<file path="config.mk">
export PLATFORM = sky130hd
export DESIGN_NAME = bmc_receiver
export DESIGN_NICKNAME = d
export VERILOG_FILES = /design/src/rtl/bmc_pkg.sv /design/src/rtl/bmc_edge_sync.sv /design/src/rtl/bmc_receiver.sv
export SDC_FILE = /design/constraint.sdc
export NUM_CORES = 1
export LEC_CHECK = 0
export CAP_MARGIN = 20
export CORE_MARGIN = 4
export CORE_UTILIZATION = 35
export CTS_BUF_LIST = sky130_fd_sc_hd__clkbuf_8
export DETAILED_ROUTE_END_ITERATION = 7
export HOLD_SLACK_MARGIN = 0.12
export PLACE_DENSITY = 0.53
export REMOVE_ABC_BUFFERS = 1
export SETUP_SLACK_MARGIN = 0.2
export SLEW_MARGIN = 0
export SYNTH_ARGS = -nofsm -noshare
export SYNTH_HDL_FRONTEND = slang
export SYNTH_SLANG_ARGS = --single-unit
</file>
<file path="constraint.sdc">
create_clock -name clk -period 1.9 [get_ports clk]
set_input_delay 0.38 -clock clk [delete_from_list [all_inputs] [get_ports clk]]
set_output_delay 0.38 -clock clk [all_outputs]
set_load 0.03 [all_outputs]
</file>
<file path="src/rtl/bmc_pkg.sv">
// bmc_pkg: BMC state, interval-class and preamble types shared by the receiver and transmitter.
package bmc_pkg;
  typedef enum logic [2:0] {S_IDLE, S_ACQ, S_BIT, S_MID, S_PRE} state_t;
  typedef enum logic [2:0] {GLITCH, SHORT, LONG, MARK, OVER} ivl_t;
  typedef enum logic [1:0] {PRE_NONE, PRE_Z, PRE_X, PRE_Y} preamble_t;
  function automatic logic [1:0] ivl_halves(ivl_t c);
    return c == SHORT ? 2'd1 : c == LONG ? 2'd2 : 2'd3;
  endfunction
  function automatic preamble_t run_type(ivl_t c);
    return c == SHORT ? PRE_Z : c == MARK ? PRE_X : PRE_Y;
  endfunction
endpackage

</file>
<file path="src/rtl/bmc_edge_sync.sv">
// bmc_edge_sync: two-flop synchroniser for the raw BMC line plus transition detect.
module bmc_edge_sync (
  input  logic clk,
  input  logic rst,
  input  logic i_din,
  output logic o_edge
);
  logic r_s1, r_s2, r_prev;
  always_ff @(posedge clk)
    if (rst) {r_s1, r_s2, r_prev} <= '0;
    else {r_s1, r_s2, r_prev} <= {i_din, r_s1, r_s2};
  assign o_edge = r_s2 ^ r_prev;
endmodule

</file>
<file path="src/rtl/bmc_receiver.sv">
// bmc_receiver: biphase-mark decoder timing line transitions to recover bits and track lock.
// Define BMC_PREAMBLE_DETECT_EN to also decode 8-half-bit S/PDIF-style preambles.
module bmc_receiver #(
  parameter int HALF_BIT_CYCLES = 4,
  parameter int CNT_W = $clog2(4 * HALF_BIT_CYCLES + 1)
) (
  input  logic       clk,
  input  logic       rst,
  input  logic       din,
  output logic       dout,
  output logic       dout_valid,
  output logic       locked,
  output logic       err,
  output logic       preamble_valid,
  output logic [1:0] preamble_type
);
  import bmc_pkg::*;
  localparam int H = HALF_BIT_CYCLES;
  localparam logic [CNT_W-1:0] K_SHORT = CNT_W'(H / 2);
  localparam logic [CNT_W-1:0] K_LONG = CNT_W'(3 * H / 2);
  localparam logic [CNT_W-1:0] K_MARK = CNT_W'(5 * H / 2);
  localparam logic [CNT_W-1:0] K_OVER = CNT_W'(7 * H / 2);
`ifdef BMC_PREAMBLE_DETECT_EN
  localparam logic [CNT_W-1:0] K_TO = K_OVER;
  logic [3:0] r_sum, w_sum_nxt;
  preamble_t r_pend, w_pend_nxt, r_ptype;
  logic r_pre_valid, w_pre_done;
`else
  localparam logic [CNT_W-1:0] K_TO = K_MARK;
`endif
  logic w_edge, w_evt, w_emit, w_bad, w_lock;
  logic r_dout, r_valid, r_locked, r_err;
  logic [CNT_W-1:0] r_cnt;
  state_t r_state, w_state_nxt;
  ivl_t w_cls;
  bmc_edge_sync u_sync (.clk(clk), .rst(rst), .i_din(din), .o_edge(w_edge));
  always_ff @(posedge clk)
    if (rst) r_cnt <= '0;
    else if (w_edge) r_cnt <= CNT_W'(1);
    else if (r_cnt != '1) r_cnt <= r_cnt + CNT_W'(1);
  // A silent line is classed OVER the single cycle the counter reaches the timeout.
  assign w_evt = w_edge || r_cnt == K_TO;
  assign w_cls = !w_edge ? OVER : r_cnt < K_SHORT ? GLITCH : r_cnt < K_LONG ? SHORT :
                 r_cnt < K_MARK ? LONG : r_cnt < K_OVER ? MARK : OVER;
  always_comb begin
    w_state_nxt = r_state;
    w_emit = 1'b0;
    w_bad = 1'b0;
    w_lock = r_locked;
`ifdef BMC_PREAMBLE_DETECT_EN
    w_sum_nxt = r_sum;
    w_pend_nxt = r_pend;
    w_pre_done = 1'b0;
`endif
    if (w_evt)
      case (r_state)
        S_IDLE: w_state_nxt = w_edge ? S_ACQ : S_IDLE;
        S_ACQ, S_BIT: begin
          if (w_cls == LONG) begin
            w_emit = 1'b1;
            w_lock = 1'b1;
            w_state_nxt = S_BIT;
          end else if (w_cls == SHORT) w_state_nxt = r_state == S_BIT ? S_MID : S_ACQ;
`ifdef BMC_PREAMBLE_DETECT_EN
          else if (w_cls == MARK) begin
            w_sum_nxt = 4'd3;
            w_state_nxt = S_PRE;
          end
`endif
          else w_bad = 1'b1;
        end
        S_MID: begin
          w_emit = w_cls == SHORT;
          w_bad = w_cls != SHORT;
          w_state_nxt = S_BIT;
        end
        default: begin
`ifdef BMC_PREAMBLE_DETECT_EN
          if (w_cls == GLITCH || w_cls == OVER) w_bad = 1'b1;
          else begin
            w_sum_nxt = r_sum + {2'b00, ivl_halves(w_cls)};
            if (r_sum == 4'd3) w_pend_nxt = run_type(w_cls);
            if (w_sum_nxt == 4'd8) begin
              w_pre_done = 1'b1;
              w_lock = 1'b1;
              w_state_nxt = S_BIT;
            end else if (w_sum_nxt > 4'd8) w_bad = 1'b1;
          end
`else
          w_bad = 1'b1;
`endif
        end
      endcase
    if (w_bad) begin
      w_lock = 1'b0;
      w_state_nxt = (w_cls == OVER || (r_state == S_ACQ && w_cls == GLITCH)) ? S_IDLE : S_ACQ;
    end
  end
  always_ff @(posedge clk)
    if (rst) begin
      r_state <= S_IDLE;
      r_locked <= 1'b0;
      r_dout <= 1'b0;
      r_valid <= 1'b0;
      r_err <= 1'b0;
    end else begin
      r_state <= w_state_nxt;
      r_locked <= w_lock;
      r_valid <= w_emit;
      r_err <= w_bad && r_locked;
      if (w_emit) r_dout <= r_state == S_MID;
    end
  assign dout = r_dout;
  assign dout_valid = r_valid;
  assign locked = r_locked;
  assign err = r_err;
`ifdef BMC_PREAMBLE_DETECT_EN
  always_ff @(posedge clk)
    if (rst) begin
      r_sum <= '0;
      r_pend <= PRE_NONE;
      r_ptype <= PRE_NONE;
      r_pre_valid <= 1'b0;
    end else begin
      r_sum <= w_sum_nxt;
      r_pend <= w_pend_nxt;
      r_pre_valid <= w_pre_done;
      if (w_pre_done) r_ptype <= w_pend_nxt;
    end
  assign preamble_valid = r_pre_valid;
  assign preamble_type = r_ptype;
`else
  assign preamble_valid = 1'b0;
  assign preamble_type = 2'd0;
`endif
endmodule

</file>
Word-level counts from Yosys, hierarchy flattened
Cells that the tools add are included.
{"block": "totals", "regBits": 15, "input_bits": 3, "output_inout_bits": 7, "wordCells": 62}
{"block": "classes", "n_addsub": 1, "order_cmp": 4, "n_eq_ne": 10, "n_mux": 22, "n_bitwise": 1, "reduce_logical": 14}
{"cell": "$mux W3", "count": 9}
{"cell": "$lt A5 B4 Y1 const B", "count": 2}
{"cell": "$eq A3 B2 Y1 const B", "count": 3}
{"cell": "$mux W1", "count": 9}
{"cell": "$pmux W3 S3", "count": 1}
{"cell": "$eq A3 B1 Y1 const B", "count": 2}
{"cell": "$logic_not A3 Y1", "count": 2}
{"cell": "$reduce_and A3 Y1", "count": 2}
{"cell": "$reduce_or A2 Y1", "count": 3}
{"cell": "$add A5 B1 Y5 const B", "count": 1}
{"cell": "$eq A5 B4 Y1 const B", "count": 1}
{"cell": "$lt A5 B2 Y1 const B", "count": 1}
{"cell": "$lt A5 B3 Y1 const B", "count": 1}
{"cell": "$ne A5 B5 Y1 const B", "count": 1}
{"cell": "$ne A4 B4 Y1 const B", "count": 1}
{"cell": "$reduce_bool A2 Y1", "count": 2}
{"cell": "$reduce_bool A4 Y1", "count": 1}
{"cell": "$eq A3 B3 Y1 const B", "count": 1}
{"cell": "$ne A3 B1 Y1 const B", "count": 1}
{"cell": "$pmux W1 S3", "count": 1}
{"cell": "$logic_and A1 B1 Y1", "count": 2}
{"cell": "$logic_or A1 B1 Y1", "count": 2}
{"cell": "$mux W2", "count": 1}
{"cell": "$pmux W1 S2", "count": 1}
{"cell": "$xor A1 B1 Y1", "count": 1}

Longest topological paths before layout
Gate-level depths: netlist of the first run.
{"block": "depth", "ltp_word": 13, "depth_mapped": 7, "ltp_nobuf": 7}

By module
Synthesis of the first run repeated with hierarchy kept, for this count alone.
{"block": "unflattened", "hier_cells": 90, "hier_area_um2": 857.1}
{"mod": "bmc_receiver", "n_inst": 1, "cells_per_inst": 83, "area_each_um2": 769.5, "seq_area_each_um2": 220.2}
{"mod": "bmc_edge_sync", "n_inst": 1, "cells_per_inst": 7, "area_each_um2": 87.6, "seq_area_each_um2": 60.1}

Least setup slack after synthesis of the first run
Ideal clock, no wire load.
{"block": "synth_timing", "path_type": "register -> register", "startpoint": "reg r_state[0]", "endpoint": "reg r_err (netlist: err)", "setup_time_ns": 0.117, "arrival_time_ns": 1.597, "t_required_ns": 1.783, "slack_ns": 0.187, "stages_incl_launch_ff": 8, "n_path_buf": 0, "synth_period_minus_slack_ns": 1.713, "cell_sequence": "dfxtp_1 inv_1 ha_1 or2_2 o41ai_1 a21oi_1 and2_4 and3b_2"}
{"block": "synth_between", "elab_chain_len": 5, "elab_cells_between_ends": 8, "classes_between": "3 x eq/ne; 2 x mux; 3 x reduce/logical"}
{"element": "start: declaration", "line_no": "bmc_receiver.sv:34", "source": "state_t r_state, w_state_nxt;"}
{"element": "start signal: assignment", "line_no": "bmc_receiver.sv:107", "source": "r_state <= w_state_nxt;"}
{"element": "$eq A3 B2 Y1 / $eq A3 B1 Y1 (equally long branches)", "line_no": "bmc_receiver.sv:56", "source": "case (r_state)"}
{"element": "$reduce_or A2 Y1", "line_no": "bmc_receiver.sv:56"}
{"element": "$pmux W1 S3 *", "line_no": "bmc_receiver.sv:56"}
{"element": "$mux W1 *", "line_no": "bmc_receiver.sv:55", "source": "if (w_evt)"}
{"element": "$logic_and A1 B1 Y1 *", "line_no": "bmc_receiver.sv:110", "source": "r_err <= w_bad && r_locked;"}
{"element": "end signal: assignment", "line_no": "bmc_receiver.sv:110"}
{"element": "end: declaration", "line_no": "bmc_receiver.sv:32", "source": "logic r_dout, r_valid, r_locked, r_err;"}
Mark *: on every way between the ends. The rest lies on a longest branch, timed or not.
A chain may end at the register's enable or synchronous reset.

Final worst setup path of the first run
{"block": "layout_timing", "startpoint": "reg r_cnt[1]", "endpoint": "reg r_err (netlist: err)"}
{"block": "layout_between", "elab_chain_len": 12, "elab_cells_between_ends": 19, "classes_between": "4 x order compare; 4 x eq/ne; 9 x mux; 2 x reduce/logical"}
{"element": "start: declaration", "line_no": "bmc_receiver.sv:33", "source": "logic [CNT_W-1:0] r_cnt;"}
{"element": "start signal: assignment", "line_no": "bmc_receiver.sv:40", "source": "else if (r_cnt != '1) r_cnt <= r_cnt + CNT_W'(1);"}
{"element": "$lt A5 B4 Y1", "line_no": "bmc_receiver.sv:44", "source": "r_cnt < K_MARK ? LONG : r_cnt < K_OVER ? MARK : OVER;"}
{"element": "$mux W3 (2 in a row)", "line_no": "bmc_receiver.sv:44"}
{"element": "$mux W3 (3 in a row)", "line_no": "bmc_receiver.sv:43", "source": "assign w_cls = !w_edge ? OVER : r_cnt < K_SHORT ? GLITCH : r_cnt < K_LONG ? SHORT :"}
{"element": "$eq A3 B1 Y1", "line_no": "bmc_receiver.sv:63", "source": "end else if (w_cls == SHORT) w_state_nxt = r_state == S_BIT ? S_MID : S_ACQ;"}
{"element": "$mux W1", "line_no": "bmc_receiver.sv:63"}
{"element": "$mux W1", "line_no": "bmc_receiver.sv:59", "source": "if (w_cls == LONG) begin"}
{"element": "$pmux W1 S3", "line_no": "bmc_receiver.sv:56"}
{"element": "$mux W1 *", "line_no": "bmc_receiver.sv:55"}
{"element": "$logic_and A1 B1 Y1 *", "line_no": "bmc_receiver.sv:110"}
Marked as above.

==> results.json, run 1 <==
{
  "antenna_found_initial": 0,
  "grt_pass1_wl_mm": 2.960,
  "vias": 697,
  "wirelength_mm": 1.799,
  "ant_nets": 0,
  "hold_viol": 0,
  "diodes": 0,
  "maxSlewViolCount": 0,
  "insertion_delay_ns": 0.24,
  "crit_fanout": 6,
  "rsz0062_at_grt": "yes",
  "ff2ff_path_depth": 5,
  "fin_area_sq_mm": 0.001139,
  "mostFrequentLayoutCell": "buf_4",
  "yosys_warnings": 0,
  "hold-path-cell-count": 1,
  "synth-seq-cells": 14,
  "swShare_pct": 25.68,
  "synth_area_sq_um": 887.1,
  "period_minus_slack_ns": 1.673,
  "h-tree-depth": 1,
  "viasPerCell": 4.979,
  "dieArea_sq_mm": 0.003404,
  "r2r_setup_slack_ns": 0.23,
  "wl_per_cell_microns": 12.85,
  "multi_input_area_sq_um": 594.3,
  "layout-drive-gt1-share_pct": 32.14,
  "tns_ns": 0,
  "required_ns": 2.03,
  "outcome": "completed",
  "rr_startpoint": "r_cnt[1]",
  "placeableCoreArea_sq_mm": 0.002318,
  "pwr_density_cell_mw_per_mm2": 596.0,
  "dr.pass1.iters": 4,
  "core.rowCount": 17,
  "clk_pin_slew_ns": 0.05,
  "grt_pass1_vias": 650,
  "io_buffer_count": 6,
  "pin_count": 10,
  "cts_sinks": 14,
  "place_area_sq_um": 980.9,
  "area_delta_synth_final_pct": 28.35,
  "grt_use_total_pct": 11.25,
  "finalSetupViolations": 0,
  "ys_seq_area_share_pct": 31.59,
  "ir_drop_mv": 0.5455,
  "crit_path_end_kind": "register",
  "n_fill_cell": 226,
  "drt_drc_violations_left": 0,
  "initial_core_util_pct": 38.26,
  "p_clk_share_pct": 34.3,
  "cts.root.buffer_cell": "clkbuf_8",
  "cts_tree": "built",
  "clock_skew_ns": 0.0004375,
  "min_to": "u_sync.r_s2",
  "arrival_ns": 1.80,
  "seqCellArea_sq_um": 291.5,
  "dp_hpwl_mm": 1.241,
  "nets": 125,
  "syn_area_per_cell_sq_um": 9.338,
  "cts_max_path_buffers": 2,
  "power.static_leakage_uw": 0.0004406,
  "combPwrFrac_pct": 19.3,
  "r2r-end": "err",
  "max-cap-violations": 0,
  "start_kind": "register",
  "fp.dieW_microns": 58.35,
  "cts-buffers-inserted": 3,
  "grt_remaining_overflow": 0,
  "p_seq_share_pct": 46.4,
  "die_h_microns": 58.35,
  "p_sw_uw": 174.3,
  "ys_types": 38,
  "grt_max_degree": 13,
  "clock.fmax_mhz": 597.8,
  "synthCells": 95,
  "gp_congestion": 0.8270,
  "layout_common_cells": "13 x buf_4, 11 x dfxtp_1, 7 x nor2_1",
  "drt_iter0_markers": 15,
  "hold_path_class": "reg2reg",
  "power.internal_uw": 504.3,
  "fin_crit_sh_pct": 88.05,
  "hold_path_startpoint": "u_sync.r_s1",
  "critPathKind": "reg2reg"
}
[worst max-delay path, stage by stage (launching register included)]
cell      delay, ns
dfxtp_4        0.36
or3b_4         0.38
a211oi_4       0.33
nand3_2        0.12
and2_4         0.20
and3b_2        0.18
[logic make-up after synthesis]
kind of cell	Yosys count	share of synthesized area, %
AOI/OAI and AO/OA	16	14.25
muxes	4	4.514
xor gates and xnor gates	6	5.925
adders and majority gates	8	11.28
and+or+nand+nor	34	23.84
buffers and inverters	12	8.179
other	1	0.4227
DFF	14	31.59
[timing repair]
action / 4_1_cts / 5_1_grt
pin swaps: 2 / 8
setup endpoints to repair: 6 / 6
setup buffers: 1 / 6
resized for setup: 4 / 13
hold buffers: 0 / 0
[worst max path at each step]
stage / from / slack [ns] / endpoint / depth (start not counted)
floorplan: r_state[0] / 0.19 / err / 7
CTS: r_cnt[1] / 0.23 / r_state[1] / 5
detailed placement: r_state[0] / 0.10 / err / 7
finish: r_cnt[1] / 0.23 / err / 5
global route: r_state[0] / 0.13 / dout / 8
global placement: r_state[0] / 0.14 / err / 7
[routing by layer]
metal	global-route usage, %	wire length, microns
met5	0	0
met3	1.974	51
met2	17.22	850
met1	15.39	891
met4	4.967	5
[cell type report]
| type | instances | share of cell area (%) |
|---|---|---|
| inverters | 5 | 1.648 |
| flip-flops and latches | 14 | 25.60 |
| well taps | 28 | 3.077 |
| multi-input cells | 71 | 52.20 |
| clock buffers | 3 | 3.626 |
| repair buffers | 19 | 13.85 |
[state kept, by name (all words and copies together) (netlist names)]
name / count
err: 1
u_sync.r_s2: 1
r_cnt: 5
u_sync.r_prev: 1
dout: 1
dout_valid: 1
locked: 1
u_sync.r_s1: 1
r_state: 2
[synth_stat cells, drive strengths merged]
master,instances,share of area [%]
o21ai,2,1.1
a211oi,3,3.9
nor2b,6,4.2
nand2,2,0.85
nor3,1,0.56
ha,8,11
nand4b,1,0.99
o41ai,1,0.99
and3,1,0.85
inv,5,2.1
xnor2,3,3.0
nor3b,1,0.85
mux2i,4,4.5
o2111ai,1,0.99
a221oi,1,1.7
a31oi,2,1.4
nor2,7,3.0
nor4,1,0.71
a41oi,1,0.99
and2,1,0.99
nand2b,6,4.2
dfxtp,14,32
buf,6,5.6
conb,1,0.42
or2,1,0.71
clkbuf,1,0.42
nand3b,1,0.85
nand3,2,1.7
a22oi,1,0.85
or3b,1,1.3
xor2,3,3.0
and3b,1,1.1
a21oi,4,2.3
nor4b,1,0.99
[metrics by stage]
stage          utilization (%)  cells  hold slack, ns  setup slack, ns  power, uW
3_5_place_dp             42.31    130          0.4396           0.1014      429.4
6_report                 49.11    140          0.4630           0.2271      678.6
3_3_place_gp             42.31    130          0.4352           0.1398      428.6
2_1_floorplan                -     90          0.4138           0.1868      394.6
5_1_grt                  49.11    140          0.4689           0.1297      714.8
4_1_cts                  45.17    134          0.4650           0.2288      668.0
[power by group through the flow]
stage               registers [uW]  clock network (uW)  logic (uW)
CTS                            317                 240         111
finish                         315                 232         131
floorplan                      324                   0        70.8
global route                   316                 251         147
global placement               322                   0         107
detailed placement             323                   0         107
No activity file was read; power rests on OpenSTA's default activity.
==> inputs of run 2 (changes only) <==
Settings changed: CAP_MARGIN 20 to default.
==> results of run 2 <==
No change in the layout: final DEF, timing and power equal those of run 1.
==> inputs of run 3 (changes only) <==
Settings changed: CORE_MARGIN 4 to 1, CORE_UTILIZATION 35 to 36, CTS_BUF_LIST sky130_fd_sc_hd__clkbuf_8 to sky130_fd_sc_hd__clkbuf_4 sky130_fd_sc_hd__clkbuf_8 sky130_fd_sc_hd__clkbuf_16, PLACE_DENSITY 0.53 to 0.54.
==> run 3 against run 2 <==
  * Clock skew increased by 0.0036 ns
  * Combinational power decreased by 7%
  * Core utilization decreased by 1.9 points
  * Sequential power about the same
  * Die area decreased by 22%
  * Via count decreased by 1.4%
  * Maximum frequency increased by 0.13%
  * Cell count decreased by 1.4%
  * Critical path depth unchanged
  * Critical endpoint is now r_state[0]
  * Global-route usage increased by 3.3 points
  * Register-to-register slack about the same
==> results.json, run 3 (synthesized netlist as in run 1, its figures left out) <==
{
  "outcome": "completed",
  "area_delta_synth_final_pct": 21.16,
  "gp_congestion": 0.7594,
  "start_kind": "register",
  "power.static_leakage_uw": 0.0004378,
  "finalSetupViolations": 0,
  "top_regs": "r_cnt x5, r_state x2",
  "pwr_density_cell_mw_per_mm2": 555.7,
  "layout.cells.non_filler": 138,
  "hold_path_class": "reg2reg",
  "wl_per_cell_microns": 12.33,
  "fin_util_pct": 47.22,
  "die_h_microns": 51.64,
  "ir_drop_mv": 0.4137,
  "clk_pin_slew_ns": 0.08,
  "cts_max_path_buffers": 2,
  "hold_viol": 0,
  "period_minus_slack_ns": 1.671,
  "clock.fmax_mhz": 598.5,
  "fp.dieW_microns": 51.64,
  "grt_pass1_vias": 638,
  "dr.pass1.iters": 4,
  "placeableCoreArea_sq_mm": 0.002276,
  "dp_cells": 130,
  "insertion_delay_ns": 0.27,
  "largest_register": "r_cnt",
  "cts_sinks": 14,
  "grt_use_total_pct": 14.57,
  "fin_crit_sh_pct": 87.94,
  "layout-drive-gt1-share_pct": 27.27,
  "grt_remaining_overflow": 0,
  "dieArea_sq_mm": 0.002667,
  "io_buffer_count": 6,
  "dp_hpwl_mm": 1.191,
  "layout_common_cells": "11 x dfxtp_1, 11 x buf_4, 7 x nor2_1",
  "grt_pass1_wl_mm": 2.835,
  "place_area_sq_um": 980.9,
  "h-tree-depth": 1,
  "required_ns": 2.08,
  "n_fill_cell": 227,
  "maxSlewViolCount": 0,
  "pin_count": 10,
  "core.rowCount": 17,
  "cts-buffers-inserted": 3,
  "rsz0062_at_grt": "yes",
  "viasPerCell": 4.978,
  "fin_area_sq_mm": 0.001075,
  "clock_skew_ns": 0.004070,
  "cts_tree": "built",
  "grt_max_degree": 13,
  "antenna_found_initial": 0,
  "drt_drc_violations_left": 0,
  "max-cap-violations": 0,
  "critPathKind": "reg2reg",
  "largest_reg_flops": 5,
  "crit_path_end_kind": "register",
  "wirelength_mm": 1.701,
  "crit_fanout": 6,
  "vias": 687,
  "arrival_ns": 1.85,
  "hold_buffers": 0,
  "cts.root.buffer_cell": "clkbuf_4",
  "nets": 123,
  "drt_iter0_markers": 11,
  "ant_nets": 0,
  "tns_ns": 0,
  "initial_core_util_pct": 38.98,
  "diodes": 0
}
[run 3: cell count changes in the layout (fill, tap and decap cells not counted), sizes merged]
cell / before / now
dlymetal6s2s: 0 / 1
clkdlybuf4s50: 6 / 5
buf: 13 / 11
[run 3: layout make-up]
| type | count | area, sq um | area share, % |
|---|---|---|---|
| Timing Repair Buffer | 17 | 145.1 | 13.50 |
| Sequential cell | 14 | 291.5 | 27.12 |
| Tap cell | 28 | 35.03 | 3.260 |
| Clock buffer | 3 | 22.52 | 2.095 |
| Multi-Input combinational cell | 71 | 561.8 | 52.27 |
| Inverter | 5 | 18.77 | 1.746 |
[run 3: worst paths after layout]
path	slack, ns	depth (start not counted)	end	startpoint
min reg2reg	0.46	1	u_sync.r_s2	u_sync.r_s1
max reg2reg	0.23	5	r_state[0]	r_cnt[1]
min	0.46	1	u_sync.r_s2	u_sync.r_s1
max	0.23	5	r_state[0]	r_cnt[1]
[run 3: what timing repair did]
action,CTS,global route
pin swaps,1,5
setup buffers,2,3
gates resized for setup,4,9
endpoints found under the setup margin,6,7
[run 3: per-stage QoR]
step                      power (uW)  setup WS [ns]  hold slack [ns]
after floorplan                394.6         0.1868           0.4138
after global placement         428.2         0.1382           0.4372
after detailed placement       429.7        0.09385           0.4479
after CTS                      600.5         0.2073           0.4684
after global routing           628.4         0.1795           0.4912
final                          597.3         0.2292           0.4640
[run 3: power by group]
part,switching [uW],leakage [uW],internal (uW)
Combinational,65.1,0.000308,56.7
Sequential,11.7,0.000116,303
Clock,87.6,0.0000138,73.4
[run 3: metal layers]
| metal | wire [microns] | global-route usage [%] | vias to the layer above |
|---|---|---|---|
| met3 | 54 | 2.047 | 2 |
| met2 | 808 | 23.81 | 10 |
| li1 | - | - | 355 |
| met5 | 0 | 0 | - |
| met4 | 15 | 8.108 | 0 |
| met1 | 822 | 18.25 | 320 |
[run 3: critical path, cell delays in order, from the launching register on]
cell and delay (ns):
dfxtp_4 0.37, or3b_4 0.39, a211oi_4 0.32, nand3_2 0.11, and2_4 0.17, a221oi_2 0.22
